`src/rtl/target_weight_loader.sv`:
```
// Copies a full main-network weight set (hidden-1, hidden-2, output) from the source
// weight RAM into the target network's weight-load stream, one word per cycle.
module target_weight_loader #(
    parameter int DATA_WIDTH                    = 32,
    parameter int LAYER_WIDTH                   = 2,
    parameter int NUMBER_OF_INPUT_NODE          = 2,
    parameter int NUMBER_OF_HIDDEN_NODE_LAYER_1 = 32,
    parameter int NUMBER_OF_HIDDEN_NODE_LAYER_2 = 32,
    parameter int NUMBER_OF_OUTPUT_NODE         = 3,
    parameter int WEIGHT_COUNTER_WIDTH          = 11
) (
    input  logic                            clk,
    input  logic                            rst,
    input  logic                            i_start,
    output logic                            o_busy,
    output logic                            o_done,
    output logic                            o_ram_rd_en,
    output logic [LAYER_WIDTH-1:0]          o_ram_rd_layer,
    output logic [WEIGHT_COUNTER_WIDTH-1:0] o_ram_rd_addr,
    input  logic [DATA_WIDTH-1:0]           i_ram_rd_data,
    output logic                            o_weight_valid,
    output logic [LAYER_WIDTH-1:0]          o_weight_layer,
    output logic [WEIGHT_COUNTER_WIDTH-1:0] o_weight_addr,
    output logic [DATA_WIDTH-1:0]           o_weight
);

    // state   | meaning
    // IDLE    | waiting for i_start
    // RD_L1   | reading hidden-1 weights, one address per cycle
    // GAP1    | single idle cycle between layers
    // RD_L2   | reading hidden-2 weights
    // GAP2    | single idle cycle between layers
    // RD_OUT  | reading output-layer weights
    // FLUSH   | last read data is being forwarded
    typedef enum logic [2:0] {
        S_IDLE, S_RD_L1, S_GAP1, S_RD_L2, S_GAP2, S_RD_OUT, S_FLUSH
    } state_t;

    localparam int N1 = NUMBER_OF_HIDDEN_NODE_LAYER_1 * (NUMBER_OF_INPUT_NODE + 1);
    localparam int N2 = NUMBER_OF_HIDDEN_NODE_LAYER_2 * (NUMBER_OF_HIDDEN_NODE_LAYER_1 + 1);
    localparam int N3 = NUMBER_OF_OUTPUT_NODE * (NUMBER_OF_HIDDEN_NODE_LAYER_2 + 1);

    localparam logic [WEIGHT_COUNTER_WIDTH-1:0] LAST1 = WEIGHT_COUNTER_WIDTH'(N1 - 1);
    localparam logic [WEIGHT_COUNTER_WIDTH-1:0] LAST2 = WEIGHT_COUNTER_WIDTH'(N2 - 1);
    localparam logic [WEIGHT_COUNTER_WIDTH-1:0] LAST3 = WEIGHT_COUNTER_WIDTH'(N3 - 1);

    localparam logic [LAYER_WIDTH-1:0] LAYER_H1  = LAYER_WIDTH'(1);
    localparam logic [LAYER_WIDTH-1:0] LAYER_H2  = LAYER_WIDTH'(2);
    localparam logic [LAYER_WIDTH-1:0] LAYER_OUT = LAYER_WIDTH'(3);

    state_t                            state_q, state_d, rd_next;
    logic [WEIGHT_COUNTER_WIDTH-1:0]   addr_q, addr_d, last_addr;
    logic                              rd_en;
    logic [LAYER_WIDTH-1:0]            rd_layer;
    logic [WEIGHT_COUNTER_WIDTH-1:0]   rd_addr;

    logic                              wv_q;
    logic [LAYER_WIDTH-1:0]            wl_q;
    logic [WEIGHT_COUNTER_WIDTH-1:0]   wa_q;
    logic                              done_q;
    logic [DATA_WIDTH-1:0]             held_q;

    always_ff @(posedge clk) begin
        if (rst) begin
            state_q <= S_IDLE;
            addr_q  <= '0;
        end else begin
            state_q <= state_d;
            addr_q  <= addr_d;
        end
    end

    always_comb begin
        state_d   = state_q;
        addr_d    = addr_q;
        rd_next   = S_IDLE;
        rd_en     = 1'b0;
        rd_layer  = '0;
        last_addr = '0;
        case (state_q)
            S_IDLE:   if (i_start) state_d = S_RD_L1;
            S_RD_L1:  begin rd_en = 1'b1; rd_layer = LAYER_H1;  last_addr = LAST1; rd_next = S_GAP1;  end
            S_GAP1:   state_d = S_RD_L2;
            S_RD_L2:  begin rd_en = 1'b1; rd_layer = LAYER_H2;  last_addr = LAST2; rd_next = S_GAP2;  end
            S_GAP2:   state_d = S_RD_OUT;
            S_RD_OUT: begin rd_en = 1'b1; rd_layer = LAYER_OUT; last_addr = LAST3; rd_next = S_FLUSH; end
            S_FLUSH:  state_d = S_IDLE;
            default:  state_d = S_IDLE;
        endcase
        // Address counter restarts at 0 for every layer; terminal count ends the layer.
        if (rd_en) begin
            if (addr_q == last_addr) begin
                addr_d  = '0;
                state_d = rd_next;
            end else begin
                addr_d = addr_q + WEIGHT_COUNTER_WIDTH'(1);
            end
        end
    end

    assign rd_addr = rd_en ? addr_q : '0;

    always_ff @(posedge clk) begin
        if (rst) begin
            wv_q   <= 1'b0;
            wl_q   <= '0;
            wa_q   <= '0;
            done_q <= 1'b0;
            held_q <= '0;
        end else begin
            wv_q   <= rd_en;
            wl_q   <= rd_layer;
            wa_q   <= rd_addr;
            done_q <= (state_q == S_FLUSH);
            if (wv_q) held_q <= i_ram_rd_data;
        end
    end

    assign o_busy         = (state_q != S_IDLE);
    assign o_done         = done_q;
    assign o_ram_rd_en    = rd_en;
    assign o_ram_rd_layer = rd_layer;
    assign o_ram_rd_addr  = rd_addr;
    assign o_weight_valid = wv_q;
    assign o_weight_layer = wl_q;
    assign o_weight_addr  = wa_q;
    // RAM data arrives in the same cycle as the delayed valid; outside valid the last word is kept.
    assign o_weight       = wv_q ? i_ram_rd_data : held_q;

endmodule
```
`config.mk`:
```
export PLATFORM = sky130hd
export DESIGN_NAME = target_weight_loader
export DESIGN_NICKNAME = d
export VERILOG_FILES = /design/src/rtl/target_weight_loader.sv
export SDC_FILE = /design/constraint.sdc
export NUM_CORES = 1
export LEC_CHECK = 0
export BUFFER_PORTS_ARGS = -buffer_cell sky130_fd_sc_hd__buf_4
export CORE_MARGIN = 1
export CORE_UTILIZATION = 40
export CTS_CLUSTER_SIZE = 16
export DETAILED_ROUTE_END_ITERATION = 7
export HOLD_SLACK_MARGIN = 0.12
export PLACE_DENSITY = 0.7
export SETUP_SLACK_MARGIN = 0.1
export SLEW_MARGIN = 20
export SYNTH_ARGS = -nofsm -noshare
export SYNTH_HDL_FRONTEND = slang
export SYNTH_SLANG_ARGS = --single-unit
```
`constraint.sdc`:
```
create_clock -name clk -period 1.6 [get_ports clk]
set_input_delay 0.16 -clock clk [delete_from_list [all_inputs] [get_ports clk]]
set_output_delay 0.16 -clock clk [all_outputs]
set_load 0.1 [all_outputs]
```
* After elaboration in Yosys (flattened, before gate mapping)
Cells that the tools add are included.
** Cells by class
- $mul :: 0
- Reduce and logical (&&, ||, !) cells :: 3
- Equality and inequality tests :: 7
- Mux-type cells :: 11
- Divide/modulo/power cells :: 0
- $lt $le $gt $ge :: 0
- Add/subtract/negate cells :: 1
- Bitwise operators :: 0
- Shifts and indexed selects :: 0
** Operators with widths (number)
- $pmux 11 s3 :: 1
- $mux 32 :: 1
- $mux 11 :: 2
- $pmux 3 s4 :: 1
- $add 11x1->11 const B :: 1
- $eq 11x11->1 :: 1
- $eq 3x3->1 const B :: 3
- $mux 3 :: 3
- $pmux 3 s3 :: 1
- $eq 3x2->1 const B :: 2
- $pmux 2 s3 :: 1
- $eq 3x1->1 const B :: 1
- $logic_not 3->1 :: 1
- $reduce_bool 3->1 :: 1
- $reduce_or 3->1 :: 1
- $mux 1 :: 1
** Word-level totals
- Output and inout port bits :: 62
- Memory bits (read-only) :: 0
- Bits in writable memories :: 0
- Bits in latches :: 0
- Logic and storage cells :: 29
- Memories kept :: 0
- Input bits :: 35
- Register bits :: 61

* Logic depth before layout (Yosys ltp)
- Depth after elaboration :: 5
- Depth in mapped cells :: 9
- Gate-level depth less buffers :: 7

* Worst setup path after synthesis
Ideal clock, no wire load.
- Path kind :: flip-flop to output port
- Start :: register state_q[2]
- End :: output o_ram_rd_addr[0]
- Data required time :: 1.440 ns
- Path buffers :: 2
- Cell stages (with the launch flop) :: 7
- Slack :: -1.087 ns
- Arrival time :: 2.527 ns
- Cell sequence :: dfxtp_1 > buf_6 > nand2_2 > nand2_2 > inv_2 > clkbuf_1 > and2_1
** Between the ends
- Cells in the longest elaborated chain, start to end :: 4
- Elaborated cells on any way between the ends :: 6
- Classes of those cells :: 3 x eq/ne; 2 x mux; 1 x reduce/logical
** Ends and longest elaborated chain
- from (decl) :: RTL line 51 : state_t state_q, state_d, rd_next;
- from (signal assigned) :: RTL line 68 : state_q <= state_d;
- $eq 3x3->1, or another cell as far along :: RTL line 80 : case (state_q)
- $reduce_or 3->1 (no source line) (*)
- $mux 1 (*) :: RTL line 80
- named net o_ram_rd_en :: RTL line 17 : output logic o_ram_rd_en,
- $mux 11 (*) :: RTL line 101 : assign rd_addr = rd_en ? addr_q : '0;
- to (decl) :: RTL line 19 : output logic [WEIGHT_COUNTER_WIDTH-1:0] o_ram_rd_addr,
Mark *: on every way through the listed nets, which the timed path passes. The rest lies on a longest branch.

* Final worst setup path
- Start :: register addr_q[3]
- End :: register state_q[1]
** Between the ends
- Cells in the longest elaborated chain, start to end :: 3
** Ends and longest elaborated chain
- from (decl) :: RTL line 52 : logic [WEIGHT_COUNTER_WIDTH-1:0] addr_q, addr_d, last_addr;
- from (signal assigned) :: RTL line 69 : addr_q <= addr_d;
- $eq 11x11->1 :: RTL line 92 : if (addr_q == last_addr) begin
- $mux 3 :: RTL line 92
- $mux 3 :: RTL line 91 : if (rd_en) begin
Every way passes these cells.
A chain may end at the register's enable or synchronous reset.

==> flow_summary.toml <==
[power]
ir_worst_vdd_mv = 0.7709
p_int_mw = 2.893
seqPwrFrac = 0.355
swShare = 0.3686
powerDensity_mw_per_mm2 = 997.5
p_leak_nw = 2.035
clockPowerShare = 0.251
power_switching_mw = 1.689
design_power_total_mw = 4.583
comb_power_share = 0.394

[placement]
gp_congestion = 0.7597
dp_slack_ns = -0.1129
dpl.hpwl_mm = 4.131
dpl-instance-area_sq_mm = 0.003583
port_buffers = 96

[global_route]
grt_use_total = 0.2220
top_usage_layer = "met2"
gr-total-overflow = 0
grt_first_pass_wirelength_mm = 10.69
grt.met3_usage = 0.05795
grt_pass1_vias = 2142
grt_max_degree = 29
grt.met2_usage = 0.3653
antenna_found_initial = 0
use_met1 = 0.2716

[yosys]
async_flop_share = 0
synthCells = 236
ys_top_cells_by_area = "dfxtp_1, mux2_2, nor2b_1"
synth_top_area_frac = 0.4949
ys_ff_latch = 61
avgSynthCellArea_sq_um = 10.45
ys_seq_area_frac = 0.4949
ys.flop_type = "dfxtp_1"
synth_common_cells = "dfxtp_1, nor2b_1, mux2_2"
synth_most_common_cell = "dfxtp_1"
synth_edf_count = 0
syn_area_sq_mm = 0.002467
synth_cell_types = 41
yosysWarnings = 0
yosys.area.top_type = "dfxtp_1"
syn-num-nets = 272

[setup_path]
path_class = "flip-flop to flip-flop"
slowest_stage = "or3_1"
worstSetupEndpointType = "flip-flop"
startpoint_type = "flip-flop"
critical_path.top_delay_family = "simple AND/OR/NAND/NOR gates"
slowest_delay_ns = 0.36
path_buf_inv = 0
worst_ep_required_time_ns = 1.81
cp_cell_sequence = "or3_1, mux2i_1, nand4_2, nor3b_2, mux2_1"
worstPathArrival_ns = 1.92
critPathMaxFanout = 2

[routing]
drtIter0Drc = 104
totalWireLength_mm = 8.232
dr.pass1.iters = 4
via_count = 2240
vias_per_cell = 5.068
routedWlPerCell_microns = 18.62
antenna_left = 0
route.detailed.drc = 0

[final_layout]
drive_gt1_frac = 0.5749
n_antenna_cell = 0
area_growth_pct = 86.21
fin_nets = 400
fin_util = 0.7760
final_area_sq_mm = 0.004594

[clocking]
clkLatencyLatePin_ns = 0.33
cts_buffers = 9
path_clk_slew_ns = 0.07
clock_sinks = 61
cts-htree-levels = 3
clock_path_buffers = 2
clock-root-buffer = "clkbuf_8"
cts_tree = "yes"

[die]
fp.dieArea_sq_mm = 0.006487
die_h_microns = 80.54
core_sq_mm = 0.005921
fp.dieW_microns = 80.54
initial_utilization = 0.4167
rows = 28
io_pins = 97

[timing]
hold_viol_final = 0
min_period_ns = 1.705
finalCritPeriodShare = 1.066
drv_slew = 0
hold_ws_ns = 0.2044
setup_ws_ns = -0.1050
rsz0062_at_grt = "true"
tightest_slew_ns = 0.6576
fmax_mhz = 586.5
setup_viol = 34
slew_headroom = 0.5600
clock_skew_ns = 0.009532

[worst_hold_path]
hold_path_class = "input pin to flip-flop"

[status]
violations = "setup timing"
status = "complete, but fails checks"

[job]
drv_cap = 0
==> stage by stage <==
step / instances / setup TNS (ns)
final: 442 / -0.9164
after global routing: 442 / -2.717
after CTS: 431 / -0.03901
after detailed placement: 415 / -0.1838
after global placement: 415 / -0.05207
after floorplan: 236 / -1.224
==> per-layer routing <==
layer	wire length (microns)	up-vias
met4	214	0
li1	-	1045
met3	399	21
met2	4327	98
met1	3291	1076
met5	0	-
==> registers in the layout (all words and copies together) (netlist names) <==
name	flops
held_q	32
state_q	3
o_weight_addr	11
o_weight_valid	1
addr_q	11
o_weight_layer	2
o_done	1
==> worst register-to-register path, stage by stage, from the launching register on <==
cell	delay, ns
dfxtp_2	0.32
or3_1	0.36
mux2i_1	0.19
nand4_2	0.13
nor3b_2	0.24
mux2_1	0.35
==> kinds of logic after synthesis <==
family | after synthesis | share of synthesized area
xor+xnor | 9 | 0.03195
compound gates | 13 | 0.03804
flops | 61 | 0.4949
fa+ha+maj | 1 | 0.005070
simple gates | 100 | 0.2434
mux | 34 | 0.1547
buf+inv | 18 | 0.03194
==> layout make-up <==
class,instances,area [sq um]
repair buffers,133,1698
multi-input cells,157,1393
fillers,334,1326
flip-flops and latches,61,1244
clock buffers,11,141.4
well taps,75,93.84
clock inverters,3,15.01
inverters,2,10.01
==> cell usage in the layout, fill, tap and decap left out, types with 2 or more instances in the layout <==
master and count:
dfxtp_4 5, nand3_1 4, and4_1 2, nand4_1 2, a21oi_1 3, and2_4 11
xor2_1 7, clkinv_2 3, buf_6 7, nor2_1 12, nor3b_2 2, and2_1 10
nand2_1 3, nor3_1 5, dfxtp_1 53, dfxtp_2 3, nand2_4 2, nor2b_1 33
clkbuf_16 3, buf_12 48, buf_4 74, and3_1 2, clkbuf_8 10, nor3b_1 2
o21ai_0 2, mux2_4 32
==> power by group through the flow <==
stage          Combinational (mW)  Clock (mW)  Sequential [mW]
6_report                     1.80        1.15             1.63
5_1_grt                      1.85        1.24             1.63
4_1_cts                      1.70        1.15             1.62
3_5_place_dp                 1.39           0             1.65
3_3_place_gp                 1.38           0             1.64
2_1_floorplan                1.06           0             1.69
==> path summary, 6_finish.rpt <==
kind,slack [ns],to,start,cells past startpoint
max,-0.11,state_q[1],addr_q[3],5
min,0.20,held_q[26],i_ram_rd_data[26],3
max reg2reg,-0.11,state_q[1],addr_q[3],5
min reg2reg,0.55,o_weight_addr[8],addr_q[8],1
==> repair_timing <==
action | in CTS | in global routing
gates cloned | 1 | 3
pin swaps | 11 | 11
resized for setup | 159 | 9
hold buffers | 0 | 0
setup buffers | 3 | 9
endpoints found under the setup margin | 59 | 66
Power figures use the tool's default switching activity.
